`src/rtl/fetch_sequencer.sv`:
```
// fetch_sequencer
//   Instruction fetch front end. Keeps the fetch PC (pc_q), issues one request at
//   a time to instruction memory, and holds each returned instruction in an
//   Instr/PC register pair until decode takes it. A redirect from execute
//   (PCSrc/PCTarget) replaces pc_q. Any response that belongs to a fetch issued
//   before the redirect is thrown away, so it never reaches decode.
//
// Handshakes (all sampled on the rising edge of clk):
//   imem_req/imem_gnt     : a request issues on an edge where imem_req & imem_gnt.
//                           imem_req is high only in FETCH and depends on state alone.
//   imem_rvalid           : exactly one pulse per issued request, at least one cycle
//                           after issue. Only one request is ever outstanding.
//   instr_valid/instr_ready: a transfer happens on an edge where both are high.
//                           Instr/PC do not change while instr_valid is high and no
//                           transfer or redirect has happened.
//
// Ports:
//   clk, rst            clock, asynchronous active-high reset
//   PCSrc, PCTarget     redirect pulse and target (PCTarget[1:0] ignored)
//   imem_req, imem_addr fetch request and byte address (pc_q truncated)
//   imem_gnt            memory accepts the request this cycle
//   imem_rvalid/rdata   returned instruction
//   instr_valid/ready   decode handshake
//   Instr, PC           held instruction and its address
//   state_dbg           current FSM state (FETCH=0, WAIT=1, VALID=2, DRAIN=3)

`timescale 1ns/1ps

module fetch_sequencer #(
  parameter int DATA_WIDTH = 32,
  parameter int ADDR_WIDTH = 12,
  parameter logic [DATA_WIDTH-1:0] RESET_PC = '0
) (
  input  logic                  clk,
  input  logic                  rst,
  input  logic                  PCSrc,
  input  logic [DATA_WIDTH-1:0] PCTarget,
  output logic                  imem_req,
  output logic [ADDR_WIDTH-1:0] imem_addr,
  input  logic                  imem_gnt,
  input  logic                  imem_rvalid,
  input  logic [DATA_WIDTH-1:0] imem_rdata,
  output logic                  instr_valid,
  input  logic                  instr_ready,
  output logic [DATA_WIDTH-1:0] Instr,
  output logic [DATA_WIDTH-1:0] PC,
  output logic [1:0]            state_dbg
);

  typedef enum logic [1:0] {
    FETCH = 2'd0,  // request on the bus, waiting for grant
    WAIT  = 2'd1,  // request issued, waiting for the wanted response
    VALID = 2'd2,  // instruction held for decode
    DRAIN = 2'd3   // request issued but redirected: swallow its response
  } state_t;

  localparam logic [DATA_WIDTH-1:0] ALIGN_MASK = ~DATA_WIDTH'(3);
  localparam logic [DATA_WIDTH-1:0] PC_STEP    = DATA_WIDTH'(4);

  state_t                  state_q, state_d;
  logic [DATA_WIDTH-1:0]   pc_q, pc_d;
  logic [DATA_WIDTH-1:0]   target_aligned;
  logic                    capture;

  assign target_aligned = PCTarget & ALIGN_MASK;

  // Outputs are pure decodes of registered state: no path from PCSrc.
  assign imem_req    = (state_q == FETCH);
  assign instr_valid = (state_q == VALID);
  assign imem_addr   = pc_q[ADDR_WIDTH-1:0];
  assign state_dbg   = state_q;

  always_comb begin
    state_d = state_q;
    pc_d    = pc_q;
    capture = 1'b0;
    case (state_q)
      FETCH: begin
        if (PCSrc) pc_d = target_aligned;
        // A grant in the redirect cycle fetched the old address: drain it.
        if (imem_gnt) state_d = PCSrc ? DRAIN : WAIT;
      end
      WAIT: begin
        if (imem_rvalid) begin
          if (PCSrc) begin
            pc_d    = target_aligned;
            state_d = FETCH;
          end else begin
            capture = 1'b1;
            state_d = VALID;
          end
        end else if (PCSrc) begin
          pc_d    = target_aligned;
          state_d = DRAIN;
        end
      end
      VALID: begin
        // Redirect wins over the sequential step even if decode took the
        // instruction in the same cycle.
        if (PCSrc) begin
          pc_d    = target_aligned;
          state_d = FETCH;
        end else if (instr_ready) begin
          pc_d    = pc_q + PC_STEP;
          state_d = FETCH;
        end
      end
      DRAIN: begin
        if (PCSrc) pc_d = target_aligned;
        if (imem_rvalid) state_d = FETCH;
      end
      default: state_d = FETCH;
    endcase
  end

  always_ff @(posedge clk or posedge rst) begin
    if (rst) begin
      state_q <= FETCH;
      pc_q    <= RESET_PC & ALIGN_MASK;
      Instr   <= '0;
      PC      <= RESET_PC;
    end else begin
      state_q <= state_d;
      pc_q    <= pc_d;
      if (capture) begin
        Instr <= imem_rdata;
        PC    <= pc_q;
      end
    end
  end

endmodule

```
`config.mk`:
```
export PLATFORM = sky130hd
export DESIGN_NAME = fetch_sequencer
export DESIGN_NICKNAME = d
export VERILOG_FILES = /design/src/rtl/fetch_sequencer.sv
export SDC_FILE = /design/constraint.sdc
export NUM_CORES = 1
export LEC_CHECK = 0
export BUFFER_PORTS_ARGS = -buffer_cell sky130_fd_sc_hd__buf_2
export CORE_ASPECT_RATIO = 1.1
export CORE_MARGIN = 2
export CORE_UTILIZATION = 45
export DETAILED_ROUTE_END_ITERATION = 16
export PLACE_DENSITY = 0.74
export SLEW_MARGIN = 10
export SYNTH_ARGS = -nofsm -noshare
export SYNTH_HDL_FRONTEND = slang
export SYNTH_SLANG_ARGS = --single-unit
```
`constraint.sdc`:
```
create_clock -name clk -period 3.4 [get_ports clk]
set_input_delay 1.02 -clock clk [delete_from_list [all_inputs] [get_ports clk]]
set_output_delay 1.02 -clock clk [all_outputs]
set_load 0.02 [all_outputs]
```
# Yosys cells after proc, flatten, opt, wreduce, memory -nomap -nowiden
# Cells that the tools add are included.
# op_classes
eq_ne	8
muxes	16
addsub	1
reduce_logical	4
# op_table
op	count
$mux 32	3
$pmux 32 s2	1
$add 32x3->32 const B	1
$mux 2	8
$pmux 2 s4	1
$eq 2x2->1 const B	2
$ne 2x1->1 const B	2
$reduce_and 4->1	1
$mux 1	3
$ne 3x2->1 const B	1
$ne 3x3->1 const B	1
$reduce_or 3->1	1
$eq 2x1->1 const B	1
$logic_not 2->1	1
$ne 2x2->1 const B	1
$reduce_and 2->1	1
# word_totals
in_bits	70
ff_bits	98
word_cells	33
out_inout_bits	80

# Depth between registers and ports, before layout
# depth
depth_word	4
depth_mapped	6
mapped_depth_nobuf	5

# Worst setup path before layout
# OpenSTA, ideal clock, no wires.
# synth_path
path_type	input -> register
start	input port PCSrc
end	register Instr[19]
slack_ns	0.831
setup_ns	0.125
required_time_ns	3.275
arrival_time_ns	2.444
stages	6
n_path_buf	3
cell_sequence	clkbuf_1 nor2_1 and3_1 clkbuf_1 buf_1 mux2_2
# synth_via
elab_chain_cells	3
# synth_lines
item	line	rtl
from (decl)	36	input logic PCSrc,
$mux 1	85	if (PCSrc) begin
$mux 1	84	if (imem_rvalid) begin
$mux 1	77	case (state_q)
to (signal assigned)	126	Instr <= imem_rdata;
to (decl)	45	output logic [DATA_WIDTH-1:0] Instr,
# Every way passes these cells.
# A chain may end at the register's enable or synchronous reset.

# Worst setup path in the final report
# layout_path
start	register state_q[1] (netlist: state_dbg[1])
end	output port instr_valid
# layout_via
elab_chain_cells	1
# layout_lines
item	line	rtl
from (decl)	60	state_t state_q, state_d;
from (signal assigned)	123	state_q <= state_d;
$eq 2x2->1	69	assign instr_valid = (state_q == VALID);
to (decl)	43	output logic instr_valid,
# Every way passes these cells.

==> metrics <==
largest cells by area after synthesis=dfrtp_1 53%, mux2_2 16%, buf_4 2.4%; Post-CTS Hold Buffers=0; clk_skew=0.01095 ns; relative max-transition margin=0.5270; Die ar.=10,690 µm²; # H-tree levels=3; die height=108.3 µm; WL final=10,080 µm; Post-synth ARST share=1.000; initial antenna violation count=0; area of the multi-input gates=around 1800 µm²; setup_tns=0 ns; Hold Path Cell Cnt=1; n_diodes=0; worst hold endpoint=Instr[19]; top cell type's share of synthesized area=0.5290; final hold viol count=0; core area=between 9000 and 10,000 µm²; crit path cell chain=nor2b_1, buf_2; Pleak=2.497 nW; Mapped Cells=386; max-slew violations=0; GRT overflow=0; placed cell area=5192 µm²; antenna viol nets, final=0; Seq cells post-synth=94; initial core utilization=0.4562; Setup Buffers After CTS=0; Synth area leader=dfrtp_1; min cycle time layout=around 2.7 ns; CTS buffer count=9; status=complete, no violations; commonest non-fill, non-tap cells in the layout=143 x buf_2, 94 x dfrtp_1, 62 x mux2_2, 28 x nand2_1, 23 x nor2_1; Post-synth EDFFs=0; final non-filler cell area=5404 µm²; Iter 0 DRT Violations=155; Power Density=783.7 nW/µm²; peak per-stage delay on the critical path=0.54 ns; CP bufs+invs=1; worst IR drop on VDD=0.0004480 V; gr usage total=0.1924; post-synthesis sequential area ratio=0.5290; post-route clock period utilization=0.7931; RSZ-0062 raised after global routing=no; worst reg2reg path depth=5; Skew-Pair Late Insertion Delay=0.36 ns; mean post-synth cell area=about 12 µm²; Syn Std Cell Area=4447 µm²; Final Power=4.235 mW; critical path type=reg -> out; port bufs=143; Main synth FF type=dfrtp_1; share of cells above drive strength 1=0.4633; most common cell after layout, fill and taps aside=buf_2; cts repair resizes=0; Clock Tree Buf Depth=2; CTS clk-pin slew, worst paths=roughly 0.09 ns; Filler cells=858; Max-Cap Viols=0; post-synth cell types=50; pin count of the biggest net entering global routing=between 40 and 50; Routability Congestion=0.8432; Worst Path Required=between 2 and 2.5 ns; Cell Rows=38; worst r2r dst=pc_q[30]; CP top delay family=flip-flops; Fmax=approximately 0.37 GHz; drt wl/cell=15.79 µm; post-DP HPWL=7402 µm; worst-path fanout max=9; IO Pins=150; first-pass GRT wire length=16,300 µm; final net count=585; slowest CP cell=dfrtp_1; total clock sinks=94; Hold WC Path Type=reg -> reg; DRC=0; router iterations before antenna repair=4; Sequential cell area=2352 µm²; Die Wd=between 90 and 100 µm; yosys warns=0; Least-Margin Pin Slew=0.7080 ns; Via density=5.426; type of origin of the critical path=flop; reg2reg start=pc_q[3]; Vias=~3,500; Area growth, synth to finish=21.52%; R2R Setup Slk=1.12 ns; critical path arrival=about 1.7 ns; root buf cell=clkbuf_8; vias in the first global route=between 3,000 and 4,000; CP Capture Type=output port; Finish-stage setup viols=0; CTS tree=yes; Worst Hold Launch=Instr[19]
cell usage after synthesis (2+ instances only):
master	instances
a211o_1	2
a21oi_1	4
a311o_1	3
a311oi_1	6
a31oi_1	11
a41o_1	2
and2_1	6
and3_1	3
and4_1	5
and4_2	2
buf_2	2
buf_4	14
clkbuf_1	17
clkbuf_8	2
dfrtp_1	94
inv_1	10
mux2_2	62
mux2i_1	2
nand2_1	28
nand3_1	6
nand4_1	16
nor2_1	23
nor3_1	5
nor4_1	3
o21ai_0	12
o31ai_1	8
or3_1	2
or3_2	3
or4_1	7
xnor2_1	3
xor2_1	4
worst max path at each step:
stage | startpoint | end | slack, ns | cells past startpoint
detailed placement | instr_ready | pc_q[30] | 0.80 | 5
floorplan | PCSrc | Instr[19] | 0.83 | 6
global route | state_dbg[1] | instr_valid | 0.58 | 2
CTS | state_dbg[1] | instr_valid | 0.70 | 2
finish | state_dbg[1] | instr_valid | 0.70 | 2
global placement | instr_ready | pc_q[30] | 0.82 | 5
per-stage QoR:
stage            util  worst slack, ns  hold slack [ns]  cells
6_report       0.5544           0.7034           0.5039    638
5_1_grt        0.5544           0.5812           0.5191    638
4_1_cts        0.5544           0.6972           0.5108    638
3_5_place_dp   0.5327           0.7995           0.4901    623
3_3_place_gp   0.5327           0.8194           0.4828    623
2_1_floorplan       -           0.8311           0.4939    389
power breakdown:
group	internal, mW	leakage (nW)	switching [mW]	total [mW]
registers	1.53	1.12	0.262	1.79
logic	0.692	1.27	0.944	1.64
clock network	0.410	0.109	0.394	0.804
total	2.63	2.50	1.60	4.24
final cells by class:
type                    count  area share
multi-input cells         247      0.3406
repair buffers            152      0.1496
clock buffers               9     0.02292
clock inverters             6     0.01621
inverters                  10    0.007641
flip-flops and latches     94      0.4353
well taps                 120     0.02778
state kept, by name, summed over array words and instances, names as in the netlist:
signal     cells
Instr         32
state_dbg      2
PC            30
pc_q          30
cell families after synthesis:
logic type	synth area share
multiplexers	0.1615
flip-flops	0.5290
buffers and inverters	0.05993
adder cells (fa/ha/maj)	0.002813
AND/OR/NAND/NOR	0.1480
XOR/XNOR	0.01379
other	0.0008433
AO/OA/AOI/OAI	0.08414
metal layers:
metal	vias to the layer above	part of all wire	routed length [µm]	GRT usage
met3	9	0.067	675	0.05171
met4	0	0.011	111	0.06947
met1	1677	0.44	4385	0.2460
li1	1646	-	-	-
met5	-	0	0	0
met2	130	0.49	4904	0.3161
Power figures use the tool's default switching activity.
